===== config.mk =====
export PLATFORM = sky130hd
export DESIGN_NAME = counter_mod
export DESIGN_NICKNAME = d
export VERILOG_FILES = /design/src/rtl/counter_mod.sv
export SDC_FILE = /design/constraint.sdc
export NUM_CORES = 1
export LEC_CHECK = 0
export ABC_AREA = 1
export CAP_MARGIN = 20
export CORE_MARGIN = 2
export CORE_UTILIZATION = 32
export DETAILED_ROUTE_END_ITERATION = 8
export HOLD_SLACK_MARGIN = 0.05
export PLACE_DENSITY_LB_ADDON = 0.15
export SETUP_SLACK_MARGIN = 0.1
export SLEW_MARGIN = 20
export SYNTH_ARGS = -nofsm -noshare
export SYNTH_HDL_FRONTEND = slang
export SYNTH_SLANG_ARGS = --single-unit

===== constraint.sdc =====
create_clock -name clk -period 1.5 [get_ports clk]
set_input_delay 0.45 -clock clk [delete_from_list [all_inputs] [get_ports clk]]
set_output_delay 0.45 -clock clk [all_outputs]
set_load 0.03 [all_outputs]

===== src/rtl/counter_mod.sv =====
// -----------------------------------------------------------------------------
// counter_mod -- parametrised up/down modulo counter
//
// Purpose:
//   Counts from 0 to MAX_VAL, up or down. At either bound it wraps or
//   saturates. It also supports a synchronous clear, a synchronous load with
//   clamping, a registered terminal-count pulse and a sticky overflow flag.
//   Each timing channel of the Morse timing logic uses one instance, for
//   dot/dash/gap lengths and for decade digit counting.
//
// Optional build macro:
//   COUNTER_MOD_PRESCALE_EN -- when defined, an internal prescaler divides
//   the ce strobes by PRESC. When undefined, every ce=1 cycle is a count step
//   and PRESC is only range-checked.
//
// Parameters:
//   W        counter width in bits
//   MAX_VAL  last count value before wrap (1 .. 2**W-1)
//   SCLR_VAL value taken on reset and on sclr (0 .. MAX_VAL)
//   PRESC    ce prescale ratio (>= 1)
//
// Ports:
//   clk      in   clock, rising edge
//   nrst     in   asynchronous active-low reset
//   sclr     in   synchronous clear (highest priority, ignores ce)
//   ce       in   count enable
//   load     in   synchronous load of ld_val (does not need ce)
//   ld_val   in   load value, clamped to MAX_VAL
//   dir      in   1 = up, 0 = down
//   sat      in   1 = saturate at bounds, 0 = wrap
//   ovf_clr  in   clears the sticky ovf flag (a coincident event wins)
//   cnt      out  registered counter value
//   tc       out  registered one-cycle terminal-count pulse
//   ovf      out  registered sticky boundary-event flag
//   is_max   out  combinational cnt == MAX_VAL
//   is_zero  out  combinational cnt == 0
// -----------------------------------------------------------------------------
module counter_mod #(
  parameter int W        = 4,
  parameter int MAX_VAL  = 2**W - 1,
  parameter int SCLR_VAL = 0,
  parameter int PRESC    = 1
) (
  input  logic         clk,
  input  logic         nrst,
  input  logic         sclr,
  input  logic         ce,
  input  logic         load,
  input  logic [W-1:0] ld_val,
  input  logic         dir,
  input  logic         sat,
  input  logic         ovf_clr,
  output logic [W-1:0] cnt,
  output logic         tc,
  output logic         ovf,
  output logic         is_max,
  output logic         is_zero
);

  // Elaboration-time parameter checks. An out-of-range count is reachable
  // only through a bad parameter set, so the build is refused instead.
  if (W < 1) begin : g_bad_w
    $error("counter_mod: W must be >= 1");
  end
  if ((MAX_VAL < 1) || (MAX_VAL > (2**W) - 1)) begin : g_bad_max
    $error("counter_mod: MAX_VAL must lie in 1 .. 2**W-1");
  end
  if ((SCLR_VAL < 0) || (SCLR_VAL > MAX_VAL)) begin : g_bad_sclr
    $error("counter_mod: SCLR_VAL must lie in 0 .. MAX_VAL");
  end
  if (PRESC < 1) begin : g_bad_presc
    $error("counter_mod: PRESC must be >= 1");
  end

  localparam logic [W-1:0] MAX_W  = W'(MAX_VAL);
  localparam logic [W-1:0] SCLR_W = W'(SCLR_VAL);

  logic [W-1:0] cnt_q, cnt_d;
  logic         tc_q, tc_d;
  logic         ovf_q, ovf_d;
  logic [W-1:0] ld_clamped;
  logic         step;

  // Loads above the modulus would produce a count outside the legal range.
  assign ld_clamped = (ld_val > MAX_W) ? MAX_W : ld_val;

`ifdef COUNTER_MOD_PRESCALE_EN
  localparam int PW = (PRESC > 1) ? $clog2(PRESC) : 1;
  localparam logic [PW-1:0] PRESC_LAST = PW'(PRESC - 1);

  logic [PW-1:0] presc_q, presc_d;

  // The count step happens on the ce cycle that completes a prescale period.
  assign step = ce && (presc_q == PRESC_LAST);

  always_comb begin
    presc_d = presc_q;
    if (sclr || load) begin
      presc_d = '0;
    end else if (ce) begin
      presc_d = (presc_q == PRESC_LAST) ? '0 : presc_q + 1'b1;
    end
  end

  always_ff @(posedge clk or negedge nrst) begin
    if (!nrst) begin
      presc_q <= '0;
    end else begin
      presc_q <= presc_d;
    end
  end
`else
  assign step = ce;
`endif

  always_comb begin
    cnt_d = cnt_q;
    tc_d  = 1'b0;
    ovf_d = ovf_q;
    if (sclr) begin
      cnt_d = SCLR_W;
      ovf_d = 1'b0;
    end else if (load) begin
      cnt_d = ld_clamped;
      if (ovf_clr) begin
        ovf_d = 1'b0;
      end
    end else begin
      // The clear is applied first, so a boundary event on the same edge
      // sets the flag again and wins.
      if (ovf_clr) begin
        ovf_d = 1'b0;
      end
      if (step) begin
        if (dir) begin
          if (cnt_q == MAX_W) begin
            tc_d  = 1'b1;
            ovf_d = 1'b1;
            cnt_d = sat ? MAX_W : '0;
          end else begin
            cnt_d = cnt_q + 1'b1;
          end
        end else begin
          if (cnt_q == '0) begin
            tc_d  = 1'b1;
            ovf_d = 1'b1;
            cnt_d = sat ? '0 : MAX_W;
          end else begin
            cnt_d = cnt_q - 1'b1;
          end
        end
      end
    end
  end

  always_ff @(posedge clk or negedge nrst) begin
    if (!nrst) begin
      cnt_q <= SCLR_W;
      tc_q  <= 1'b0;
      ovf_q <= 1'b0;
    end else begin
      cnt_q <= cnt_d;
      tc_q  <= tc_d;
      ovf_q <= ovf_d;
    end
  end

  assign cnt     = cnt_q;
  assign tc      = tc_q;
  assign ovf     = ovf_q;
  assign is_max  = (cnt_q == MAX_W);
  assign is_zero = (cnt_q == '0);

endmodule


==> results_dict.tcl <==
set metrics [dict create \
    synth_top_area_share 0.288 \
    slowest_delay_ns 0.46 \
    antenna_found_initial 0 \
    netlist_instances 83 \
    numCtsBuffers 3 \
    core_area_um2 1520 \
    synth_area_um2 522 \
    stdcell_area_um2 896 \
    start_kind "flip-flop" \
    period_minus_slack_ns 1.60 \
    synthTopCellsByArea "dfrtp_1 (29%), nand2_1 (21%), nand3_1 (11%), inv_1 (9.4%), nor2_1 (5.0%)" \
    crit_buf_inv 3 \
    regToRegEndpoint "cnt[1]" \
    final_common_cell "nand2_1" \
    violations "setup timing" \
    grt_max_degree 8 \
    r2r_start "cnt[0]" \
    post-route-period-util 1.07 \
    arrival_ns 1.15 \
    seq_area_frac_synth 0.288 \
    fmax_mhz 626 \
    grt_usage 0.173 \
    syn_nets 97 \
    insertion_delay_ns 0.25 \
    finClkSkew_ns 0.0171 \
    final_max_slew_viol_count 0 \
    crit_fanout 4 \
    num_rows 14 \
    area_delta_synth_final_pct 71.7 \
    timing.hold.ws_ns 0.437 \
    layout.cells.most_common_list "nand2_1 (24), buf_4 (13), nand3_1 (11), clkdlybuf4s50_1 (11), inv_1 (9)" \
    diodes 0 \
    cts_sinks 6 \
    port_buffers 19 \
    clkTransAtPathRegs_ns 0.06 \
    clockBufferDepth 2 \
    peakVddDrop_mv 0.437 \
    slew_headroom 0.810 \
    syn_avg_cell_area_um2 6.29 \
    grt_pass1_wl_um 2440 \
    die_height_um 44.4 \
    start_util 0.342 \
    regToRegSetupSlack_ns 0.07 \
    cts_tree "yes" \
    finalSetupViolCount 3 \
    rsz0062_at_grt "yes" \
    hold_buffers 0 \
    wl_per_cell_um 11.0 \
    worst_slack_ns -0.0984 \
    dpl-instance-area_um2 797 \
    grt_pass1_vias 589 \
    crit_type "flip-flop to output pin" \
    power-per-cell-area_nw_per_um2 716 \
    p_leak_nw 0.457 \
    crit_required_ns 1.05 \
    cpMaxStageDelayCell "dfrtp_2" \
    ios 20 \
    crit_family "flip-flops" \
    routed_wl_um 1470 \
    yosys_warnings 0 \
    cp-end-kind "output pin" \
    die_w_um 44.4 \
    num_vias 662 \
    reg2regPathDepth 10 \
    nets 133 \
    ant_nets 0 \
    dieArea_um2 1970 \
    gp_congestion 0.838 \
    yosysUniqueCellTypes 18 \
    ys_ff_latch 6 \
    hold_class "input port to asynchronous set/reset pin" \
    cp_cell_sequence "inv_4, ha_4, nand2_2, inv_2, buf_6" \
    dp_hpwl_um 1130 \
    root_buffer "clkbuf_4" \
    drc_errors 0 \
    tightestPinTransition_ns 0.284 \
    via_per_inst 4.94 \
    drive_gt1_frac 0.356 \
    yosysTopAreaCell "dfrtp_1" \
    drv_cap 0 \
    ctsHtreeMaxLevel 1 \
    drtPass1Iterations 4 \
    finalHoldViolations 0 \
    drtIter0Drc 24 \
    overflow 0 \
    status "complete, but fails checks" \
]
-- through the flow --
step	cells	total power [mW]	util	setup WS [ns]	TNS, ns
floorplan	83	0.335	-	0.113	0
global placement	125	0.437	0.523	-0.120	-0.345
detailed placement	125	0.438	0.523	-0.153	-0.479
CTS	133	0.631	0.575	-0.0929	-0.181
global route	134	0.689	0.588	-0.141	-0.384
finish	134	0.642	0.588	-0.0984	-0.269
-- registers in the layout, summed over array words and instances (netlist names) --
name,cells
cnt,4
ovf,1
tc,1
-- final cells by class --
class / instances / area, um2
well taps: 16 / 20.0
multi-input cells: 63 / 353
flip-flops and latches: 6 / 154
clock buffers: 4 / 26.3
repair buffers: 32 / 292
fillers: 142 / 628
inverters: 13 / 51.3
-- report_power, final --
group	internal [mW]	total [mW]	switching (mW)
clock network	0.101	0.166	0.0647
logic	0.138	0.286	0.148
registers	0.174	0.190	0.0163
total	0.413	0.642	0.229
-- metal layers --
layer	wire (um)	GRT usage
met5	0	0
met4	25	0.0606
met3	130	0.0571
met2	670	0.265
met1	648	0.229
-- cells in the mapped netlist (all sizes together) --
cell type	count
nor3	1
a31oi	1
nor2	8
o21ai	3
dfrtp	6
xnor2	1
inv	13
o21bai	2
nand4	1
nand3	12
a21oi	2
ha	2
o211ai	1
nand2	29
buf	1
-- logic make-up (layout without fill, tap and decap cells) --
| group | Yosys count | count (layout) | share of synthesized area |
|---|---|---|---|
| and+or+nand+nor | 51 | 51 | 0.429 |
| buffers and inverters | 14 | 49 | 0.115 |
| AOI/OAI and AO/OA | 9 | 9 | 0.103 |
| adders and majority gates | 2 | 2 | 0.0480 |
| DFF | 6 | 6 | 0.288 |
| xor gates and xnor gates | 1 | 1 | 0.0168 |
-- worst max path at each step --
stage                       from      end  slack, ns  cells after the start
after floorplan           cnt[0]   is_max       0.11                      3
after global placement       dir   cnt[1]      -0.12                      8
after detailed placement     dir   cnt[1]      -0.15                      8
after CTS                 cnt[0]  is_zero      -0.09                      5
after global routing      cnt[0]  is_zero      -0.14                      5
final                     cnt[0]  is_zero       -0.1                      5
-- what timing repair did --
action | CTS | global route
endpoints found under the hold margin | 0 | 0
endpoints found under the setup margin | 5 | 9
resized for setup | 12 | 9
cloned | 0 | 0
pin swaps | 2 | 4
setup buffers | 4 | 2
No activity file was read; power rests on OpenSTA's default activity.
==> RTL edit 1: new RTL, same flow settings <==
The output `tc` loses its register stage (`tc_q` becomes a continuous assignment).
--- a/src/rtl/counter_mod.sv
+++ b/src/rtl/counter_mod.sv
@@ -156,14 +156,14 @@
   always_ff @(posedge clk or negedge nrst) begin
     if (!nrst) begin
       cnt_q <= SCLR_W;
-      tc_q  <= 1'b0;
       ovf_q <= 1'b0;
     end else begin
       cnt_q <= cnt_d;
-      tc_q  <= tc_d;
       ovf_q <= ovf_d;
     end
   end
+
+  assign tc_q = tc_d;
 
   assign cnt     = cnt_q;
   assign tc      = tc_q;
Formal check against the unedited RTL: not equivalent (Yosys sat finds a counterexample within 4 cycles, from zero or initial values and one cycle with nrst low).
==> RTL edit 1 against the original RTL <==
The run still ends with setup timing left. Power grew 16%. Sequential share of layout area shrank 5.8 points. Wire length grew 11%. Critical path depth grew 3. Synthesized area grew 11%. Setup slack lost 310 ps. Die area grew 9.8%. Core utilization grew 8.3 points. Cell area grew 28%. Sequential cell count shrank 1. Clock skew shrank 14 ps. Count of clock-buffer cells in the layout is the same. Global-route usage shrank 1.3 points. Highest routed layer is now met3.
==> RTL edit 1: results (changes against the original RTL) <==
Yosys
  • Synth cell count leaders: nand2_1, nor2_1, inv_1
  • Seq/Total Area, Yosys: 0.216 (-0.0713)
  • Synth area leaders: dfrtp_1, nand2_1, nor2_1
  • Yosys cell types: 22 (+4)
  • Syn_nets: 104 (+7.2%)
  • Cells after synthesis: 90 (+8.4%)

Critical path
  • Cells on worst reg2reg path: 12 (+2)
  • Slowest stage delay, CP: 430 ps (-30 ps)
  • Critical Path AT: 1460 ps (+310 ps)
  • CP Capture Point: tc
  • CP max FO: 3 (-1)

Cells and area
  • Multi-input logic area: 445 µm² (+26%)
  • Max reg flops: 4 (unchanged)
  • Fin nets: 157 (+18%)
  • Sequential share of cell area: 0.114 (-0.0583)
  • Clock network area share: 0.0229 (-0.00640)
  • Final Non-Filler Cells: 167 (+25%)
  • Data buffer area share: 0.405 (+0.0796)
  • FILL cells: 146 (+2.8%)

Pwr
  • Leakage power: 0.600 nW (+31%)
  • Power per cell area: 647 nW/µm² (-9.7%)
  • Worst vdd ir: 0.000353 V (-19%)

Timing
  • Final setup margin: -410 ps (-312 ps)
  • Setup TNS: -1100 ps (-826 ps)
  • Least-Margin Pin Slew: 212 ps (-71.4 ps)
  • Post-Route Skew: 2.69 ps (-14.4 ps)
  • Final setup vio count: 5 (+2)

Route
  • Met2 WL: 872 µm (+30%)
  • Met1 wire length: 712 µm (+9.9%)
  • Via-to-Cell Ratio: 4.34 (-12%)
  • Total Routed Length: 1.63 mm (+11%)
  • Number of DRC markers in iteration 0: 18 (-25%)
  • Max layer used: met3

CTS
  • Post-CTS setup buffer count: 5 (+1)
  • Sink Count: 5 (-1)
  • CTS resizes: 24 (+12)

Place
  • Hpwl dp: 1.22 mm (+8.1%)
  • Placer Congestion: 0.783 (-6.6%)

Global route
  • Met3 usage: 0.0471 (-0.0101)
  • Vias in the first global route: 617 (+4.8%)
  • Met2 usage: 0.267 (+0.00196)
  • M1 GR Usage: 0.203 (-0.0254)

Outcome
  • Outcome: complete, but fails checks
  • Failing checks: setup timing

Floorplanning
  • Die area: 2160 µm² (+9.8%)
RTL edit 1: through the flow:
| step | hold WS, ps | total power, W |
|---|---|---|
| 6_report | 416 | 0.000742 |
| 3_3_place_gp | 475 | 0.000498 |
| 4_1_cts | 423 | 0.000707 |
| 5_1_grt | 428 | 0.000788 |
| 3_5_place_dp | 475 | 0.000501 |
| 2_1_floorplan | 154 | 0.000359 |
RTL edit 1: cell families (layout without fill, tap and decap cells):
logic type | count (synthesis) | count (layout) | synth area share
adder cells (fa/ha/maj) | 2 | 2 | 0.0433
AND/OR/NAND/NOR | 59 | 59 | 0.500
XOR/XNOR | 2 | 2 | 0.0303
flip-flops | 5 | 5 | 0.216
buffers and inverters | 13 | 65 | 0.126
AO/OA/AOI/OAI | 9 | 9 | 0.0844
RTL edit 1: critical path: cells and delay by family (launching register included):
kind	cells	cell delay, ps
flip-flops	1	430
AND/OR/NAND/NOR	5	430
buffers and inverters	2	220
adder cells (fa/ha/maj)	1	140
==> RTL edit 2: new RTL, same flow settings <==
Made on the original files. The option `COUNTER_MOD_PRESCALE_EN` is turned on by a define.
--- a/src/rtl/counter_mod.sv
+++ b/src/rtl/counter_mod.sv
@@ -35,6 +35,8 @@
 //   is_max   out  combinational cnt == MAX_VAL
 //   is_zero  out  combinational cnt == 0
 // -----------------------------------------------------------------------------
+`define COUNTER_MOD_PRESCALE_EN
+
 module counter_mod #(
   parameter int W        = 4,
   parameter int MAX_VAL  = 2**W - 1,
Check against the original RTL: no difference found for any inputs over 10 cycles, from zero or initial values and one cycle with nrst low; that may be too few to reach the edited logic, so the function may still have changed.
==> RTL edit 2 against the original RTL <==
The run still ends with setup timing left. Sequential share of layout area down 1.5 points. Setup slack got worse by 51 ps. Highest routed layer unchanged. Global-route usage fell by 0.38 points. Sequential cell count stayed put. Count of clock-buffer cells in the layout is the same. Critical endpoint unchanged. Cell area is 11% higher. Hold slack improved by 5.0 ps. Die area shrank 0.65%. Wire length is 2.5% lower. Synthesized area is 0.72% lower. Power is 11% higher.
==> RTL edit 2: results (changes against the original RTL) <==
Cells and area
  • Multi-input gates: 64 (+1.6%)
  • Layout cells sized above 1: 0.447 (+0.0912)
  • Fraction of area in multi-input gates: 0.385 (-0.00924)
  • FILL cells: 141 (-0.70%)
  • Clock network area share: 0.0265 (-0.00285)

Timing
  • Least-Margin Pin Slew: 278 ps (-5.66 ps)
  • Final setup margin: -149 ps (-51.0 ps)
  • Final setup vio count: 3 (unchanged)
  • Post-Route Skew: 6.80 ps (-10.3 ps)

Yosys
  • Synth area leaders: dfrtp_1, nand2_1, o21ai_0
  • Seq/Total Area, Yosys: 0.290 (+0.00209)
  • Mean Syn Cell Area: 6.24 µm² (-0.72%)

Global route
  • Vias in the first global route: 614 (+4.2%)
  • Global-route wire length before repair: 2.45 mm (+0.29%)

Route
  • Via-to-Cell Ratio: 4.65 (-5.8%)
  • Vias: 647 (-2.3%)
  • WL/cell: 10.3 µm (-6.0%)

Critical path
  • Critical Path AT: 1200 ps (+50 ps)
  • R2r setup slk: 50 ps (-20 ps)

Place
  • DP Area: 810 µm² (+1.6%)
  • Hpwl dp: 1.05 mm (-6.9%)
  • Placer Congestion: 0.813 (-2.9%)

Outcome
  • Outcome: complete, but fails checks
  • Failing checks: setup timing

Pwr
  • Sw power: 0.000251 W (+9.5%)
==> RTL edit 2: cell count changes in the layout (fill, tap and decap cells not counted), moves of 2 or more <==
| cell | unedited run | this run |
|---|---|---|
| o21ai_1 | 2 | 0 |
| o21ai_2 | 0 | 2 |
| nor2_1 | 7 | 4 |
| nand2_1 | 24 | 27 |
| nand3_1 | 11 | 5 |
| nand4_1 | 0 | 2 |
| inv_1 | 9 | 6 |
| nor2_4 | 0 | 3 |
| buf_6 | 6 | 10 |
| o21ai_0 | 1 | 5 |
| o21bai_1 | 2 | 0 |
==> RTL edit 2: power groups by stage <==
stage / combinational [W] / clock, W / sequential, W
3_3_place_gp: 0.000266 / 0 / 0.000196
3_5_place_dp: 0.000266 / 0 / 0.000197
5_1_grt: 0.000382 / 0.000183 / 0.000197
2_1_floorplan: 0.000132 / 0 / 0.000217
6_report: 0.000352 / 0.000165 / 0.000196
4_1_cts: 0.000306 / 0.000171 / 0.000192
==> RTL edit 2: cells by family (layout without fill, tap and decap cells) <==
| group | after synthesis | after routing | share of synthesized area |
|---|---|---|---|
| AND/OR/NAND/NOR | 52 | 52 | 0.444 |
| XOR/XNOR | 1 | 1 | 0.0169 |
| buffers and inverters | 13 | 53 | 0.109 |
| adder cells (fa/ha/maj) | 2 | 2 | 0.0483 |
| AO/OA/AOI/OAI | 9 | 9 | 0.0918 |
| flip-flops | 6 | 6 | 0.290 |
==> RTL edit 2: stage by stage <==
stage          total power (W)  TNS, ps  hold WS, ps  worst slack, ps   util
2_1_floorplan         0.000349        0          154             29.2      -
3_3_place_gp          0.000462     -626          490             -156  0.537
3_5_place_dp          0.000463     -644          499             -137  0.537
4_1_cts               0.000669     -297          445             -154  0.600
5_1_grt               0.000762     -571          464             -205  0.659
6_report              0.000713     -276          442             -149  0.659
==> RTL edit 2: final timing paths <==
path,endpoint,depth (start not counted)
max in group asynchronous,cnt[2],1
hold reg to reg,ovf,2
min in group clk,ovf,2
hold / removal,cnt[3],1
setup reg to reg,cnt[0],12
setup / recovery,is_zero,5
==> RTL edit 2: metal layers <==
metal,part of all wire,global-route usage
met1,0.45,0.207
met2,0.48,0.285
met3,0.065,0.0367
met4,0.010,0.0727
met5,0,0
==> RTL edit 2: timing repair <==
| action | in CTS | in global routing |
|---|---|---|
| endpoints found under the setup margin | 9 | 12 |
| pin swaps | 3 | 9 |
| hold endpoints to repair | 0 | 0 |
| hold buffers | 0 | 0 |
| buffers inserted | 7 | 4 |
| gates resized for setup | 12 | 24 |
==> RTL edit 2: critical path, stage by stage (launching register included) <==
cell	delay, ps
dfrtp_2	460
inv_4	90
ha_4	140
nand2_4	50
nor2_4	90
buf_6	130
